<file path="config.mk">
export PLATFORM = sky130hd
export DESIGN_NAME = lstm_dw_update
export DESIGN_NICKNAME = d
export VERILOG_FILES = /design/src/rtl/lstm_dw_update.sv
export SDC_FILE = /design/constraint.sdc
export NUM_CORES = 2
export LEC_CHECK = 0
export BUFFER_PORTS_ARGS = -buffer_cell sky130_fd_sc_hd__buf_2
export CAP_MARGIN = 40
export CELL_PAD_IN_SITES_DETAIL_PLACEMENT = 0
export CELL_PAD_IN_SITES_GLOBAL_PLACEMENT = 1
export CORE_UTILIZATION = 45
export CTS_CLUSTER_DIAMETER = 150
export DETAILED_ROUTE_END_ITERATION = 10
export MAX_ROUTING_LAYER = met4
export PLACE_DENSITY = 0.77
export SLEW_MARGIN = 20
export SYNTH_ARGS = -nofsm -noshare
export SYNTH_HDL_FRONTEND = slang
export SYNTH_SLANG_ARGS = --single-unit
</file>
<file path="constraint.sdc">
create_clock -name clk -period 9.8 [get_ports clk]
set_input_delay 0.49 -clock clk [delete_from_list [all_inputs] [get_ports clk]]
set_output_delay 0.49 -clock clk [all_outputs]
set_load 0.05 [all_outputs]
</file>
<file path="src/rtl/lstm_dw_update.sv">
// Weight-gradient accumulate and SGD write-back for one LSTM gate.
// dW[j][k] = sum_t dgate[t][j]*x[t][k]; w[j][k] -= dW >>> LR_SHIFT.
module lstm_dw_update #(
  parameter int WIDTH    = 32,
  parameter int FRAC     = 24,
  parameter int N_CELL   = 53,
  parameter int N_IN     = 53,
  parameter int TIMESTEP = 7,
  parameter int LR_SHIFT = 4,
  parameter int ADDR_D   = 9,
  parameter int ADDR_X   = 9,
  parameter int ADDR_W   = 12
) (
  input  logic              clk,
  input  logic              rst,
  input  logic              i_start,
  output logic              o_busy,
  output logic              o_done,
  output logic [ADDR_D-1:0] rd_addr_dgate,
  input  logic [WIDTH-1:0]  i_dgate,
  output logic [ADDR_X-1:0] rd_addr_x,
  input  logic [WIDTH-1:0]  i_x,
  output logic [ADDR_W-1:0] addr_wght,
  input  logic [WIDTH-1:0]  i_wght,
  output logic [WIDTH-1:0]  o_wght,
  output logic              wr_wght
);

  localparam int TW = $clog2(TIMESTEP + 1);
  localparam int JW = $clog2(N_CELL + 1);
  localparam int KW = $clog2(N_IN + 1);

  localparam logic [WIDTH-1:0] SMAX = {1'b0, {(WIDTH-1){1'b1}}};
  localparam logic [WIDTH-1:0] SMIN = {1'b1, {(WIDTH-1){1'b0}}};

  typedef enum logic [2:0] {
    IDLE, RUN, DRAIN, UPD, DONE
  } state_t;

  state_t state, state_nx;

  logic [TW-1:0] t_q;
  logic [JW-1:0] j_q;
  logic [KW-1:0] k_q;
  logic signed [WIDTH-1:0] acc;

  logic last_t, last_j, last_k;

  logic [2*WIDTH-1:0] prod;
  logic signed [2*WIDTH-1:0] prod_sh;
  logic [2*WIDTH:0] sum;
  logic [WIDTH+1:0] sum_hi;
  logic [WIDTH-1:0] acc_sum;

  logic signed [WIDTH-1:0] step;
  logic [WIDTH:0] diff;
  logic [WIDTH-1:0] wght_new;

  assign last_t = (t_q == TW'(TIMESTEP - 1));
  assign last_j = (j_q == JW'(N_CELL - 1));
  assign last_k = (k_q == KW'(N_IN - 1));

  // Full-width signed product, then a wide add so saturation sees every bit.
  always_comb begin
    prod = {{WIDTH{i_dgate[WIDTH-1]}}, i_dgate}
         * {{WIDTH{i_x[WIDTH-1]}}, i_x};
    prod_sh = $signed(prod) >>> FRAC;
    sum = {prod_sh[2*WIDTH-1], prod_sh}
        + {{(WIDTH+1){acc[WIDTH-1]}}, acc};
    sum_hi = sum[2*WIDTH:WIDTH-1];
    if (&sum_hi || ~|sum_hi)
      acc_sum = sum[WIDTH-1:0];
    else
      acc_sum = sum[2*WIDTH] ? SMIN : SMAX;
  end

  always_comb begin
    step = acc >>> LR_SHIFT;
    diff = {i_wght[WIDTH-1], i_wght} - {step[WIDTH-1], step};
    if (diff[WIDTH] == diff[WIDTH-1])
      wght_new = diff[WIDTH-1:0];
    else
      wght_new = diff[WIDTH] ? SMIN : SMAX;
  end

  always_ff @(posedge clk or posedge rst) begin
    if (rst) state <= IDLE;
    else     state <= state_nx;
  end

  always_comb begin
    state_nx = state;
    unique case (state)
      IDLE:    if (i_start) state_nx = RUN;
      RUN:     if (last_t) state_nx = DRAIN;
      DRAIN:   state_nx = UPD;
      UPD:     state_nx = (last_j && last_k) ? DONE : RUN;
      DONE:    state_nx = IDLE;
      default: state_nx = IDLE;
    endcase
  end

  always_ff @(posedge clk or posedge rst) begin
    if (rst) begin
      t_q <= '0;
      j_q <= '0;
      k_q <= '0;
      acc <= '0;
    end else begin
      unique case (state)
        RUN: begin
          t_q <= last_t ? '0 : t_q + 1'b1;
          // read data for t lands one cycle late
          if (t_q != '0) acc <= acc_sum;
        end
        DRAIN: acc <= acc_sum;
        UPD: begin
          acc <= '0;
          if (last_k) begin
            k_q <= '0;
            j_q <= last_j ? '0 : j_q + 1'b1;
          end else begin
            k_q <= k_q + 1'b1;
          end
        end
        default: ;
      endcase
    end
  end

  always_comb begin
    o_busy        = (state == RUN) || (state == DRAIN) || (state == UPD);
    o_done        = (state == DONE);
    wr_wght       = (state == UPD);
    o_wght        = (state == UPD) ? wght_new : '0;
    rd_addr_dgate = '0;
    rd_addr_x     = '0;
    addr_wght     = '0;
    if (state == RUN) begin
      rd_addr_dgate = ADDR_D'(int'(t_q) * N_CELL + int'(j_q));
      rd_addr_x     = ADDR_X'(int'(t_q) * N_IN + int'(k_q));
    end
    if (state == DRAIN || state == UPD)
      addr_wght = ADDR_W'(int'(j_q) * N_IN + int'(k_q));
  end

endmodule

</file>
==> metrics.md <==
| Metric | Value |
|---|---|
| Seq/Total Area, Yosys | `0.02917` |
| Buf+Inv Stages, Crit Path | `8` |
| Period utilization | `1.021` |
| Max Buffers Root-to-Sink | `2` |
| Synth Register Bits | `50` |
| Crit path kind | `in -> reg` |
| H-tree depth | `2` |
| Via/cell ratio | `5.113` |
| Die W | `310.7 um` |
| Max Fclk | `0.09997 GHz` |
| Status | `finished, violations left` |
| Share of cells above drive strength 1 | `0.1704` |
| Sink Count | `50` |
| Hold-fix buffers, CTS | `0` |
| Required time worst endpoint | `9.98 ns` |
| Final Worst Setup Slack | `-0.2035 ns` |
| Avg WL per Cell | `17.89 um` |
| Most Frequent Cell on Critical Path | `fa_1` |
| Post-DP HPWL | `103100 um` |
| Largest net degree at the start of global routing | `51` |
| Synth cell types | `65` |
| Final antenna-violating net count | `0` |
| Cell Rows | `112` |
| Failing checks | `setup timing` |
| Worst path slowest cell | `fa_1` |
| P&R area growth vs syn | `17.40%` |
| CTS clk-pin slew, worst paths | `0.07 ns` |
| Net Count, Synth | `6209` |
| Arr. time, crit path | `10.18 ns` |
| # Max-Cap Violations | `0` |
| Final hold violation count | `0` |
| DR iter-0 viols | `1679` |
| Core area | `93890 um2` |
| Post-Syn Area | `42900 um2` |
| Total number of vias | `32950` |
| IO Port Bufs | `163` |
| Clock Skews | `0.005483 ns` |
| Seq. cell area | `1251 um2` |
| Commonest non-fill, non-tap cells in the layout | `fa_1 (1052), inv_1 (1017), nand2_1 (607)` |
| Number of detailed-route iterations in the first pass | `6` |
| Setup TNS Final | `-5.680 ns` |
| Worst path max stage delay | `0.54 ns` |
| Global-route wire length before repair | `186800 um` |
| Ports | `164` |
| Final Setup Violations | `31` |
| Post-Route WL | `115300 um` |
| Syn avg cell area | `9.125 um2` |
| TritonCTS clock tree | `done` |
| Commonest non-fill, non-tap cell in the layout | `fa_1` |
| Hold slack | `0.3458 ns` |
| Worst-Margin Slew | `0.8010 ns` |
| Worst min path class | `in -> async` |
| FILL cells | `8644` |
| CP top delay family | `adder cells` |
| Die Y | `310.7 um` |
| Period minus WS final | `10.00 ns` |
| Post-synth EDFFs | `0` |
| Vias in the first global route | `35830` |
| Nets@finish | `6695` |
| DRC viols | `0` |
| Most common flop cell mapped by yosys | `dfrtp_1` |
| Initial antenna violation count | `3` |
| Area of the multi-input gates | `37720 um2` |
| Cells after Synth | `4701` |
| CP endpoint kind | `register` |
| Grt total ovfl | `0` |
| RSZ-0062 raised after global routing | `yes` |
| Initial core utilization | `0.4569` |
| Total GRT Usage | `0.2492` |
| Slew margin rel. | `0.4619` |
| Total die area | `96560 um2` |
| Synth Warn # | `0` |
| Final GP Congestion | `0.9280` |
| Critical Path Fanout Max | `8` |
| Clock buffer count from CTS | `5` |
| Asr flop ratio synth | `1.000` |
| Clk_lat worst skew | `0.30 ns` |
| Clock Tree Root | `clkbuf_16` |
| CP startpoint kind | `input pin` |
| Count of pins over their slew limit | `0` |
==> flip-flops by register name, summed over array words and instances, names as in the netlist <==
signal  flops
k_q         6
acc        32
j_q         6
state       3
t_q         3
==> cell usage after synthesis (all sizes together) (27+ instances only) <==
cell type,n,area (um2)
o21ai,94,470.5
ha,317,3966
clkbuf,222,833.3
and2,478,2990
inv,1026,3851
a21oi,127,635.6
nand2,618,2320
nand2b,28,175.2
a21o,62,465.5
dfrtp,50,1251
a31oi,47,294.0
nor2,108,405.4
xnor2,86,753.2
a221o,33,330.3
fa,1092,21860
nor3,27,140.1
xor2,54,473.0
nor2b,27,168.9
==> worst register-to-register path, stage by stage (launching register included) <==
cell       delay [ns]
dfrtp_1          0.43
ha_1             0.34
a21o_1           0.21
a211o_1          0.31
o2111ai_4        0.24
a21boi_2         0.09
o31a_1           0.34
a21o_1           0.22
xor2_1           0.16
or4_4            0.55
nor4_4           0.19
nor3_4           0.13
clkbuf_16        0.19
a221o_1          0.26
==> through the flow <==
stage	utilization	std cells	area, um2	setup slack [ns]
3_3_place_gp	0.5186	6404	48690	-0.7946
3_5_place_dp	0.5191	6408	48740	-0.8590
5_1_grt	0.5364	6444	50360	-0.5837
6_report	0.5364	6444	50360	-0.2035
4_1_cts	0.5244	6423	49240	-0.2859
2_1_floorplan	-	4701	42920	0.0008473
==> path summary, 6_finish.rpt <==
kind / startpoint / end / slack [ns] / depth (start not counted)
worst min-delay path: rst / acc[1]$_DFFE_PP0P_ / 0.35 / 3
worst min register to register: acc[0]$_DFFE_PP0P_ / acc[0]$_DFFE_PP0P_ / 0.53 / 1
min in group clk: acc[0]$_DFFE_PP0P_ / acc[0]$_DFFE_PP0P_ / 0.53 / 1
worst max-delay path: i_dgate[13] / acc[30]$_DFFE_PP0P_ / -0.20 / 37
max in group asynchronous: rst / k_q[5]$_DFFE_PP0P_ / 9.00 / 3
worst max register to register: acc[5]$_DFFE_PP0P_ / acc[30]$_DFFE_PP0P_ / 6.01 / 13
==> cell families (layout without fill, tap and decap cells) <==
logic type,count (synthesis),count (layout),synth area share
adders and majority gates,1409,1409,0.6021
DFF,50,50,0.02917
buffers and inverters,1256,1743,0.1105
muxes,1,1,0.0002334
and+or+nand+nor,1377,1377,0.1583
AOI/OAI and AO/OA,468,468,0.07108
other,0,2,0
xor gates and xnor gates,140,140,0.02858
==> layer usage <==
layer,part of all wire,vias to the layer above,routed length [um],GRT usage
met1,0.39,17140,45170,0.2930
met5,0,-,0,-
met2,0.55,619,62920,0.4566
li1,-,15040,-,-
met4,0.034,0,3920,0.07176
met3,0.028,155,3259,0.01600
==> timing repair <==
item	CTS	global route
gates resized for setup	81	223
cloned	0	8
buffers inserted	7	12
setup endpoints to repair	32	32
endpoints found under the hold margin	0	0
pin swaps	36	87
==> layout make-up <==
type | count | share of cell area
Antenna cell | 2 | 0.00009938
Clock buffer | 6 | 0.002758
Clock inverter | 2 | 0.0002484
Inverter | 1027 | 0.07664
Multi-Input combinational cell | 3395 | 0.7490
Sequential cell | 50 | 0.02484
Tap cell | 1254 | 0.03115
Timing Repair Buffer | 708 | 0.1153
Power is left out: the tool's default activity adds up to more than one toggle a clock period on the data nets, which glitch-free logic cannot reach.
